`config.mk`:
```
export PLATFORM = sky130hd
export DESIGN_NAME = rf_wr_arbiter
export DESIGN_NICKNAME = d
export VERILOG_FILES = /design/src/rtl/rf_wr_arbiter.sv
export SDC_FILE = /design/constraint.sdc
export NUM_CORES = 1
export LEC_CHECK = 0
export ABC_AREA = 1
export CORE_MARGIN = 4
export CORE_UTILIZATION = 45
export DETAILED_ROUTE_END_ITERATION = 7
export GPL_TIMING_DRIVEN = 0
export MAX_ROUTING_LAYER = met4
export PLACE_DENSITY = 0.86
export SLEW_MARGIN = 20
export SYNTH_ARGS = -nofsm -noshare
export SYNTH_HDL_FRONTEND = slang
export SYNTH_SLANG_ARGS = --single-unit
```
`constraint.sdc`:
```
create_clock -name clk -period 3 [get_ports clk]
set_input_delay 0.6 -clock clk [delete_from_list [all_inputs] [get_ports clk]]
set_output_delay 0.6 -clock clk [all_outputs]
set_load 0.005 [all_outputs]
```
`src/rtl/rf_wr_arbiter.sv`:
```
// rf_wr_arbiter
// -------------
// Shares the single write port of the 32x32 register file between two
// writeback requesters (A: ALU/immediate path, B: load path) and runs a
// software-triggered sequence that writes CLR_VALUE to r1..r31.
//
// Parameters
//   CLR_VALUE   data written to each register during a clear sequence
//   DISCARD_R0  1: granted writes to r0 are acked but RegWr stays 0
//
// Ports
//   clk        in   system clock, rising edge
//   reset      in   asynchronous, active-low reset
//   clr_req    in   start a clear sequence (sampled only in IDLE)
//   clr_busy   out  high while the sequencer is in CLEAR
//   a_req      in   requester A wants a write
//   a_addr     in   A destination register
//   a_data     in   A write data
//   a_ack      out  one-cycle pulse: A request issued to the port
//   b_req/b_addr/b_data/b_ack   same as A, for requester B
//   RegWr      out  register-file write enable (registered)
//   WrAddr     out  register-file write address (registered)
//   DataIn     out  register-file write data (registered)
//   dbg_state  out  current FSM state (0 = IDLE, 1 = CLEAR)
//   dbg_prio   out  current round-robin pointer (0 = A, 1 = B)
//
// Handshake: a requester raises x_req with x_addr/x_data stable and holds
// them until it sees x_ack=1. The ack is a single-cycle pulse issued in the
// same cycle as the corresponding RegWr/WrAddr/DataIn. In the ack cycle the
// side is masked from arbitration, so the requester may drop req or present
// a fresh request at the next edge without being granted twice.
module rf_wr_arbiter #(
    parameter logic [31:0] CLR_VALUE  = 32'h0000_0000,
    parameter bit          DISCARD_R0 = 1'b1
) (
    input  logic        clk,
    input  logic        reset,
    input  logic        clr_req,
    output logic        clr_busy,
    input  logic        a_req,
    input  logic [4:0]  a_addr,
    input  logic [31:0] a_data,
    output logic        a_ack,
    input  logic        b_req,
    input  logic [4:0]  b_addr,
    input  logic [31:0] b_data,
    output logic        b_ack,
    output logic        RegWr,
    output logic [4:0]  WrAddr,
    output logic [31:0] DataIn,
    output logic        dbg_state,
    output logic        dbg_prio
);

    typedef enum logic {
        ST_IDLE  = 1'b0,
        ST_CLEAR = 1'b1
    } state_t;

    localparam logic PRIO_A = 1'b0;
    localparam logic PRIO_B = 1'b1;

    state_t      state, state_next;
    logic        prio, prio_next;
    logic [4:0]  cnt, cnt_next;

    logic        regwr_next;
    logic [4:0]  wraddr_next;
    logic [31:0] datain_next;
    logic        a_ack_next, b_ack_next;

    logic        a_elig, b_elig;
    logic        grant_a, grant_b;

    // A side still in its ack cycle is masked so a held request is not
    // granted a second time.
    assign a_elig  = a_req & ~a_ack;
    assign b_elig  = b_req & ~b_ack;
    assign grant_a = a_elig & (~b_elig | (prio == PRIO_A));
    assign grant_b = b_elig & ~grant_a;

    always_comb begin
        state_next  = state;
        prio_next   = prio;
        cnt_next    = cnt;
        regwr_next  = 1'b0;
        wraddr_next = WrAddr;
        datain_next = DataIn;
        a_ack_next  = 1'b0;
        b_ack_next  = 1'b0;

        case (state)
            ST_IDLE: begin
                if (clr_req) begin
                    // Clear wins over pending requests; they stay pending.
                    state_next = ST_CLEAR;
                    cnt_next   = 5'd1;
                end else if (grant_a) begin
                    wraddr_next = a_addr;
                    datain_next = a_data;
                    regwr_next  = !(DISCARD_R0 && (a_addr == 5'd0));
                    a_ack_next  = 1'b1;
                    prio_next   = PRIO_B;
                end else if (grant_b) begin
                    wraddr_next = b_addr;
                    datain_next = b_data;
                    regwr_next  = !(DISCARD_R0 && (b_addr == 5'd0));
                    b_ack_next  = 1'b1;
                    prio_next   = PRIO_A;
                end
            end
            ST_CLEAR: begin
                regwr_next  = 1'b1;
                wraddr_next = cnt;
                datain_next = CLR_VALUE;
                if (cnt == 5'd31) begin
                    state_next = ST_IDLE;
                    cnt_next   = 5'd0;
                end else begin
                    cnt_next = cnt + 5'd1;
                end
            end
            default: begin
                state_next = ST_IDLE;
                cnt_next   = 5'd0;
            end
        endcase
    end

    always_ff @(posedge clk or negedge reset) begin
        if (!reset) begin
            state  <= ST_IDLE;
            prio   <= PRIO_A;
            cnt    <= 5'd0;
            RegWr  <= 1'b0;
            WrAddr <= 5'd0;
            DataIn <= 32'd0;
            a_ack  <= 1'b0;
            b_ack  <= 1'b0;
        end else begin
            state  <= state_next;
            prio   <= prio_next;
            cnt    <= cnt_next;
            RegWr  <= regwr_next;
            WrAddr <= wraddr_next;
            DataIn <= datain_next;
            a_ack  <= a_ack_next;
            b_ack  <= b_ack_next;
        end
    end

    // Decoded straight from the state register, so it is registered with
    // the state and drops together with it on reset.
    assign clr_busy  = (state == ST_CLEAR);
    assign dbg_state = state;
    assign dbg_prio  = prio;

endmodule

```
==> results of run 1 <==
-- state kept, by name, summed over array words and instances, names as in the netlist --
name      count
RegWr         1
b_ack         1
cnt           5
DataIn       32
a_ack         1
dbg_prio      1
WrAddr        5
clr_busy      1
-- worst register-to-register path, stage by stage (launching register included) --
cell and delay, ps:
dfrtp_1 420, ha_1 190, nand2_1 70, nor2_1 180, ha_1 260, a22o_1 220
-- per-layer routing --
metal	routed length (µm)	up-vias
li1	-	1375
met1	3189	1230
met2	3512	103
met3	543	8
met4	71	0
met5	0	-
-- power by group --
group	switching (mW)	internal (mW)	leakage (nW)
logic	0.379	0.430	1.56
registers	0.0959	0.748	0.622
clock network	0.198	0.164	0.0422
total	0.673	1.34	2.22
-- synthesized netlist by cell type --
cell / n / area (µm²)
nand3b_1: 5 / 37.54
a22o_1: 2 / 17.52
o22ai_2: 1 / 12.51
nand4_1: 1 / 6.260
inv_2: 1 / 3.750
nor2_4: 2 / 22.52
o21a_1: 1 / 7.510
nand2_2: 1 / 6.260
inv_4: 2 / 12.51
nor2_1: 9 / 33.78
buf_2: 6 / 30.03
nand3_1: 50 / 250.2
o21ai_1: 1 / 5.000
nand3_2: 1 / 10.01
buf_4: 2 / 15.01
nand2_4: 4 / 45.04
inv_6: 1 / 8.760
inv_1: 76 / 285.3
buf_6: 7 / 78.83
nor2_8: 1 / 20.02
nand2_1: 150 / 563.0
ha_1: 3 / 37.54
dfrtp_1: 47 / 1176
a21oi_1: 1 / 5.000
o21ai_0: 2 / 10.01
-- stage by stage --
| stage | power, mW | worst slack, ps | instance area [µm²] |
|---|---|---|---|
| 4_1_cts | 2.032 | 857.0 | 4098 |
| 3_3_place_gp | 1.640 | -7.592 | 4001 |
| 6_report | 2.015 | 865.5 | 4098 |
| 3_5_place_dp | 1.664 | 899.6 | 4016 |
| 5_1_grt | 2.160 | 792.1 | 4098 |
| 2_1_floorplan | 1.268 | 1621 | 2700 |
-- worst max-delay path by stage --
stage                     startpoint         end  slack, ps  depth (start not counted)
final                       clr_busy   dbg_state        870                          2
after global routing        clr_busy   dbg_state        790                          2
after CTS                   clr_busy   dbg_state        860                          2
after detailed placement       a_req  DataIn[30]        900                          9
after global placement         reset  DataIn[15]         -8                          1
after floorplan                a_req   DataIn[0]       1620                          8
-- layout make-up --
| cell class | count | share of cell area, % |
|---|---|---|
| Buffer | 15 | 3.023 |
| Clock buffer | 7 | 1.863 |
| Clock inverter | 1 | 0.1221 |
| Inverter | 80 | 7.573 |
| Multi-Input combinational cell | 235 | 26.60 |
| Sequential cell | 47 | 28.70 |
| Tap cell | 72 | 2.198 |
| Timing Repair Buffer | 122 | 29.92 |
-- cells by family (layout without fill, tap and decap cells) --
group | Yosys count | after routing | share of synthesized area (%)
buf+inv | 95 | 225 | 16.08
simple gates | 224 | 224 | 36.84
fa+ha+maj | 3 | 3 | 1.390
compound gates | 8 | 8 | 2.131
flops | 47 | 47 | 43.56
==> impl_metrics.json, run 1 <==
{
  "post_cts_hold_buffer_count": 0,
  "floorplan.rows": 27,
  "vias_in_the_first_global_route": 2499,
  "drt_first_pass_iters": 4,
  "cp.required_ps": 2400,
  "layout.cells.most_common_list": "150 x nand2_1, 120 x clkdlybuf4s50_1, 76 x inv_1, 50 x nand3_1, 47 x dfrtp_1",
  "rr_startpoint": "cnt[1]",
  "post_cts.repair.setup_buffers": 0,
  "clock_buffers_created_by_tritoncts": 5,
  "final_worst_path_cycle_share_pct": 71.15,
  "cp_max_fo": 5,
  "die_span_in_y_um": 85.46,
  "grt.busiest_layer": "met2",
  "multi_input_area_um2": 1090,
  "root_buffer": "clkbuf_8",
  "cp-start-kind": "flip-flop",
  "ys_types": 25,
  "cpMaxStageDelayCell": "dfrtp_1",
  "design.core.area_um2": 5675,
  "fillerInstances": 470,
  "insertion_delay_ps": 290,
  "drt_iter0_drc": 79,
  "route.antenna.remaining_nets": 0,
  "dp.final_hpwl_um": 5725,
  "final_period_minus_worst_setup_slack_ps": 2135,
  "cts_num_sinks": 47,
  "crit_chain": "buf_4 > clkdlybuf4s50_1",
  "grt_first_pass_wirelength_um": 11850,
  "die_x_um": 85.46,
  "routed_wl_um": 7317,
  "worst_path_largest_cell_delay_ps": 580,
  "antenna_violations_before_repair": 0,
  "hold_path.class": "input pin to asynchronous set/reset pin",
  "cts_buffer_depth": 2,
  "critical_path.endpoint_type": "primary output",
  "setup_clock_skew_after_layout_ps": 3.507,
  "seq_area_frac_synth_pct": 43.56,
  "postSynthCellCount": 377,
  "drc": 0,
  "grtUsageMet2_pct": 33.76,
  "boundaryPins": 122,
  "synthesis.area_um2": 2700,
  "final.setup.tns_ps": 0,
  "diodes": 0,
  "finish.utilization_pct": 72.20,
  "critical_path.top_delay_family": "buffers and inverters",
  "area_taken_by_flip_flops_and_latches_um2": 1176,
  "largest_net_degree_at_the_start_of_global_routing": 25,
  "gp_congestion": 0.8634,
  "crit-reg2reg-capture": "cnt[4]",
  "critical_path.n_buffers_inverters": 2,
  "r2r.worst_path.cells": 5,
  "numPortBuffers": 121,
  "synth.avg_cell_area_um2": 7.162,
  "final_hold_viol_count": 0,
  "timing_worst_slew_pin_value_ps": 561.3,
  "grt.met3_usage_pct": 3.786,
  "max_slew_violations": 0,
  "syn_to_final_growth_pct": 51.76,
  "cts_tree": "built",
  "synthesis.yosys.warnings": 0,
  "num-nets-final": 588,
  "synthesis.nets": 459,
  "effective_utilization_at_floorplan_pct": 47.57,
  "placedCellCount": 571,
  "maxClockFrequency_mhz": 468.5,
  "ys_seq_elements": 47,
  "ir_drop_mv": 0.3953,
  "critical_path_class": "flip-flop to primary output",
  "grtUsageMet1_pct": 26.43,
  "detailroute.via_count": 2716,
  "worst_ep_arrival_time_ps": 1530,
  "routedWlPerCell_um": 12.64,
  "final_common_cell": "nand2_1",
  "layout.cells.non_filler": 579,
  "clk_pin_slew_ps": 80,
  "timing.hold.ws_ps": 289.3,
  "slew-limit-headroom_pct": 62.58,
  "final-setup-viol-count": 0,
  "grt_use_total_pct": 20.58,
  "timing.max_cap.violations": 0,
  "h-tree-depth": 2,
  "grt_setup_unrepaired": "no",
  "final_layout_size_suffix_gt1_share_pct": 7.298,
  "floorplan.die_area_um2": 7303,
  "power_leakage_nw": 2.225,
  "global_route.overflow_total": 0,
  "rrSetupSlack_ps": 1560,
  "run_status": "finished, final reports clean",
  "cts-resized-gates": 0,
  "routed_via_density": 4.691,
  "pwr_density_cell_nw_per_um2": 491.8
}
Note: power is estimated with default switching activity, not from simulation.
==> inputs of run 2 (changes only) <==
--- a/config.mk
+++ b/config.mk
@@ -7,11 +7,11 @@
 export LEC_CHECK = 0
 export ABC_AREA = 1
 export CORE_MARGIN = 4
-export CORE_UTILIZATION = 45
+export CORE_UTILIZATION = 38
 export DETAILED_ROUTE_END_ITERATION = 7
 export GPL_TIMING_DRIVEN = 0
 export MAX_ROUTING_LAYER = met4
-export PLACE_DENSITY = 0.86
+export PLACE_DENSITY = 0.77
 export SLEW_MARGIN = 20
 export SYNTH_ARGS = -nofsm -noshare
 export SYNTH_HDL_FRONTEND = slang
==> constraint.sdc (replaced) <==
create_clock -name clk -period 1.7 [get_ports clk]
set_input_delay 0.34 -clock clk [delete_from_list [all_inputs] [get_ports clk]]
set_output_delay 0.34 -clock clk [all_outputs]
set_load 0.005 [all_outputs]
==> impl_metrics.json, run 2 (synthesis results as in run 1) <==
{
  "die_x_um": 92.30,
  "grt_setup_unrepaired": "no",
  "ir_drop_mv": 0.6420,
  "rr_startpoint": "cnt[0]",
  "gp_congestion": 0.8733,
  "final.setup.tns_ps": 0,
  "run_status": "finished, final reports clean",
  "cp-start-kind": "flip-flop",
  "antenna_violations_before_repair": 0,
  "clk_pin_slew_ps": 80,
  "final_period_minus_worst_setup_slack_ps": 1616,
  "h-tree-depth": 2,
  "max_slew_violations": 0,
  "largest_net_degree_at_the_start_of_global_routing": 26,
  "route.antenna.remaining_nets": 0,
  "boundaryPins": 122,
  "clock_buffers_created_by_tritoncts": 5,
  "rrSetupSlack_ps": 250,
  "layout.cells.most_common_list": "150 x nand2_1, 120 x clkdlybuf4s50_1, 76 x inv_1, 50 x nand3_1, 46 x dfrtp_1",
  "critical_path_class": "flip-flop to primary output",
  "hold_path.class": "input pin to asynchronous set/reset pin",
  "routedWlPerCell_um": 12.50,
  "worst_ep_arrival_time_ps": 1280,
  "power_mw": 3.562,
  "crit-reg2reg-capture": "cnt[4]",
  "power_leakage_nw": 2.227,
  "r2r.worst_path.cells": 5,
  "syn_to_final_growth_pct": 53.15,
  "cp.required_ps": 1360,
  "cts_num_sinks": 47,
  "max_flop_register": "DataIn",
  "root_buffer": "clkbuf_8",
  "floorplan.rows": 30,
  "insertion_delay_ps": 290,
  "grt_use_total_pct": 18.93,
  "largest_registers": "DataIn: 32 flops, WrAddr: 5 flops, cnt: 5 flops",
  "postLayoutSetupSlackWorst_ps": 83.60,
  "detailroute.via_count": 2698,
  "timing_worst_slew_pin_value_ps": 634.9,
  "diodes": 0,
  "cp_max_fo": 3,
  "timing.hold.ws_ps": 58.90,
  "routed_via_density": 4.482,
  "timing.max_cap.violations": 0,
  "num-nets-final": 589,
  "pwr_density_cell_nw_per_um2": 861.3,
  "post_cts_hold_buffer_count": 0,
  "drc": 0,
  "routed_wl_um": 7522,
  "effective_utilization_at_floorplan_pct": 39.52,
  "final_common_cell": "nand2_1",
  "grt_first_pass_wirelength_um": 12790,
  "final_worst_path_cycle_share_pct": 95.08,
  "design.core.area_um2": 6832,
  "maxClockFrequency_mhz": 618.7,
  "cts_tree": "built",
  "slew-limit-headroom_pct": 57.67,
  "final_hold_viol_count": 0,
  "critical_path.startpoint": "clr_busy",
  "numPortBuffers": 121,
  "global_route.overflow_total": 0,
  "drt_iter0_drc": 80,
  "setup_clock_skew_after_layout_ps": 5.443,
  "largest_register_ff_count": 32,
  "placedCellCount": 595,
  "placement.setup.worst_slack_ps": -146.3,
  "final-setup-viol-count": 0,
  "critical_path.endpoint_type": "primary output",
  "final_layout_size_suffix_gt1_share_pct": 7.510,
  "die_span_in_y_um": 92.30,
  "drt_first_pass_iters": 4,
  "dp.final_hpwl_um": 5866,
  "floorplan.die_area_um2": 8518,
  "cts_buffer_depth": 2,
  "layout.cells.non_filler": 602,
  "vias_in_the_first_global_route": 2704
}
run 2: worst max path at each step:
stage                       to  slack (ps)  depth (start not counted)
finish               dbg_state          80                          2
global route             a_ack          20                          1
CTS                  dbg_state          60                          2
detailed placement  DataIn[31]        -150                          9
global placement    DataIn[25]       -1110                          1
floorplan               cnt[4]         380                          5
run 2: per-layer routing:
layer | share of wire, % | vias up | global-route usage, %
met5 | 0 | - | -
met4 | 0.96 | 0 | 4.827
met3 | 6.1 | 8 | 3.899
met2 | 49 | 93 | 30.41
met1 | 44 | 1222 | 24.63
li1 | - | 1375 | -
run 2: cell type report:
type / count / area, µm²
buffer: 15 / 123.9
multi-input combinational: 235 / 1090
sequential: 47 / 1177
fill: 623 / 2696
clock buffer: 6 / 72.57
timing repair buffer: 123 / 1241
tap: 96 / 120.1
inverter: 80 / 310.3
run 2: worst max-delay path: stages (launching register included):
cell and delay (ps):
dfrtp_2 420, buf_4 130, clkdlybuf4s50_1 430
run 2: power by group:
part | internal [mW] | switching, mW | total, mW
sequential | 1.32 | 0.154 | 1.47
combinational | 0.773 | 0.690 | 1.46
clock | 0.275 | 0.349 | 0.624
total | 2.37 | 1.19 | 3.56
run 2: what timing repair did:
item | 4_1_cts | 5_1_grt
gates resized for setup | 1 | 0
setup buffers | 1 | 0
endpoints found under the hold margin | 0 | 0
setup endpoints to repair | 2 | 0
run 2: per-stage QoR:
stage,cell area (µm²),utilization [%]
5_1_grt,4135,60.53
4_1_cts,4135,60.53
2_1_floorplan,2700,-
3_5_place_dp,4054,59.34
6_report,4135,60.53
3_3_place_gp,4031,59.01
==> inputs of run 3 (changes only) <==
--- a/config.mk
+++ b/config.mk
@@ -9,7 +9,6 @@
 export CORE_MARGIN = 4
 export CORE_UTILIZATION = 38
 export DETAILED_ROUTE_END_ITERATION = 7
-export GPL_TIMING_DRIVEN = 0
 export MAX_ROUTING_LAYER = met4
 export PLACE_DENSITY = 0.77
 export SLEW_MARGIN = 20
==> impl_metrics.json, run 3 (synthesis results as in run 1) <==
{
  "slew-limit-headroom_pct": 72.89,
  "setup_clock_skew_after_layout_ps": 7.558,
  "rrSetupSlack_ps": 240,
  "run_status": "finished, final reports clean",
  "max_slew_violations": 0,
  "final_common_cell": "nand2_1",
  "cts_tree": "built",
  "power_leakage_nw": 2.215,
  "cp.required_ps": 1360,
  "critical_path_class": "flip-flop to primary output",
  "final-setup-viol-count": 0,
  "route.antenna.remaining_nets": 0,
  "layout.cells.most_common_list": "150 x nand2_1, 120 x clkdlybuf4s50_1, 76 x inv_1, 50 x nand3_1, 46 x dfrtp_1",
  "worst_ep_arrival_time_ps": 1260,
  "critical_path.endpoint_type": "primary output",
  "detailed_place.area_um2": 4023,
  "effective_utilization_at_floorplan_pct": 39.52,
  "clock_buffers_created_by_tritoncts": 5,
  "crit-reg2reg-capture": "cnt[4]",
  "timing.max_cap.violations": 0,
  "clk_pin_slew_ps": 80,
  "r2r.worst_path.cells": 5,
  "diodes": 0,
  "maxClockFrequency_mhz": 624.9,
  "final.setup.tns_ps": 0,
  "critical_path.n_buffers_inverters": 1,
  "insertion_delay_ps": 290,
  "drt_iter0_drc": 89,
  "die_x_um": 92.30,
  "power_mw": 3.621,
  "floorplan.rows": 30,
  "hold_path.class": "input pin to asynchronous set/reset pin",
  "die_span_in_y_um": 92.30,
  "final_worst_path_cycle_share_pct": 94.14,
  "num-nets-final": 583,
  "design.core.area_um2": 6832,
  "cp-start-kind": "flip-flop",
  "grt_setup_unrepaired": "no",
  "timing_worst_slew_pin_value_ps": 406.7,
  "largest_register_ff_count": 32,
  "rr_startpoint": "cnt[0]",
  "final_hold_viol_count": 0,
  "numPortBuffers": 121,
  "postLayoutSetupSlackWorst_ps": 99.68,
  "largest_registers": "DataIn: 32 flops, WrAddr: 5 flops, cnt: 5 flops",
  "root_buffer": "clkbuf_8",
  "cts_num_sinks": 47,
  "drt_first_pass_iters": 4,
  "drc": 0,
  "timing.hold.ws_ps": 16.21,
  "grt_first_pass_wirelength_um": 12300,
  "final_layout_size_suffix_gt1_share_pct": 6.773,
  "boundaryPins": 122,
  "routed_via_density": 4.428,
  "pwr_density_cell_nw_per_um2": 878.0,
  "worst_path_largest_cell_delay_ps": 540,
  "routed_wl_um": 7053,
  "cp_max_fo": 4,
  "largest_net_degree_at_the_start_of_global_routing": 48,
  "syn_to_final_growth_pct": 52.73,
  "post_cts.repair.setup_buffers": 0,
  "vias_in_the_first_global_route": 2716,
  "max_flop_register": "DataIn",
  "critical_path.top_delay_family": "buffers and inverters",
  "ir_drop_mv": 0.5817,
  "gp_congestion": 0.8778,
  "detailroute.via_count": 2648,
  "cpMaxStageDelayCell": "clkdlybuf4s50_1",
  "floorplan.die_area_um2": 8518,
  "crit_chain": "clkdlybuf4s50_1",
  "grt_use_total_pct": 17.91,
  "final_period_minus_worst_setup_slack_ps": 1600,
  "routedWlPerCell_um": 11.79,
  "cts_buffer_depth": 2,
  "global_route.overflow_total": 0,
  "final_cell_area_um2": 4124,
  "placement.setup.worst_slack_ps": -9.156,
  "antenna_violations_before_repair": 0,
  "h-tree-depth": 2,
  "dp.final_hpwl_um": 5595
}
-- run 3: area by class of cell --
| class | instances | area (µm²) |
|---|---|---|
| repair buffers | 132 | 1326 |
| inverters | 80 | 310.3 |
| clock buffers | 8 | 100.1 |
| well taps | 96 | 120.1 |
| fillers | 643 | 2708 |
| flip-flops and latches | 47 | 1177 |
| multi-input cells | 235 | 1090 |
-- run 3: per-layer routing --
layer  vias up  GRT usage, %  share of wire, %
li1       1361             -                 -
met1      1181         21.09                42
met2        98         31.02                50
met3         8         4.305               7.4
met4         0         4.332              0.85
met5         -             -                 0
-- run 3: where the power goes --
group	leakage, nW	switching [mW]	internal (mW)	total [mW]
Combinational	1.54	0.665	0.755	1.42
Sequential	0.622	0.168	1.32	1.49
Clock	0.0515	0.339	0.371	0.710
Total	2.22	1.17	2.45	3.62
-- run 3: timing repair --
item	in CTS	in global routing
gates resized for setup	0	1
endpoints found under the setup margin	0	2
hold buffers	0	0
-- run 3: how the worst max path moves through the flow --
stage             start         end  slack (ps)  cells past startpoint
2_1_floorplan    cnt[0]      cnt[4]         380                      5
3_3_place_gp      b_req  DataIn[17]          20                      8
3_5_place_dp      b_req  DataIn[14]          -9                      8
4_1_cts        clr_busy   dbg_state          20                      1
5_1_grt           a_ack       a_ack          20                      1
6_report       clr_busy   dbg_state         100                      1
-- run 3: through the flow --
stage	instances	util, %
2_1_floorplan	377	-
3_3_place_gp	590	58.88
5_1_grt	598	60.37
3_5_place_dp	590	58.88
4_1_cts	598	60.35
6_report	598	60.37
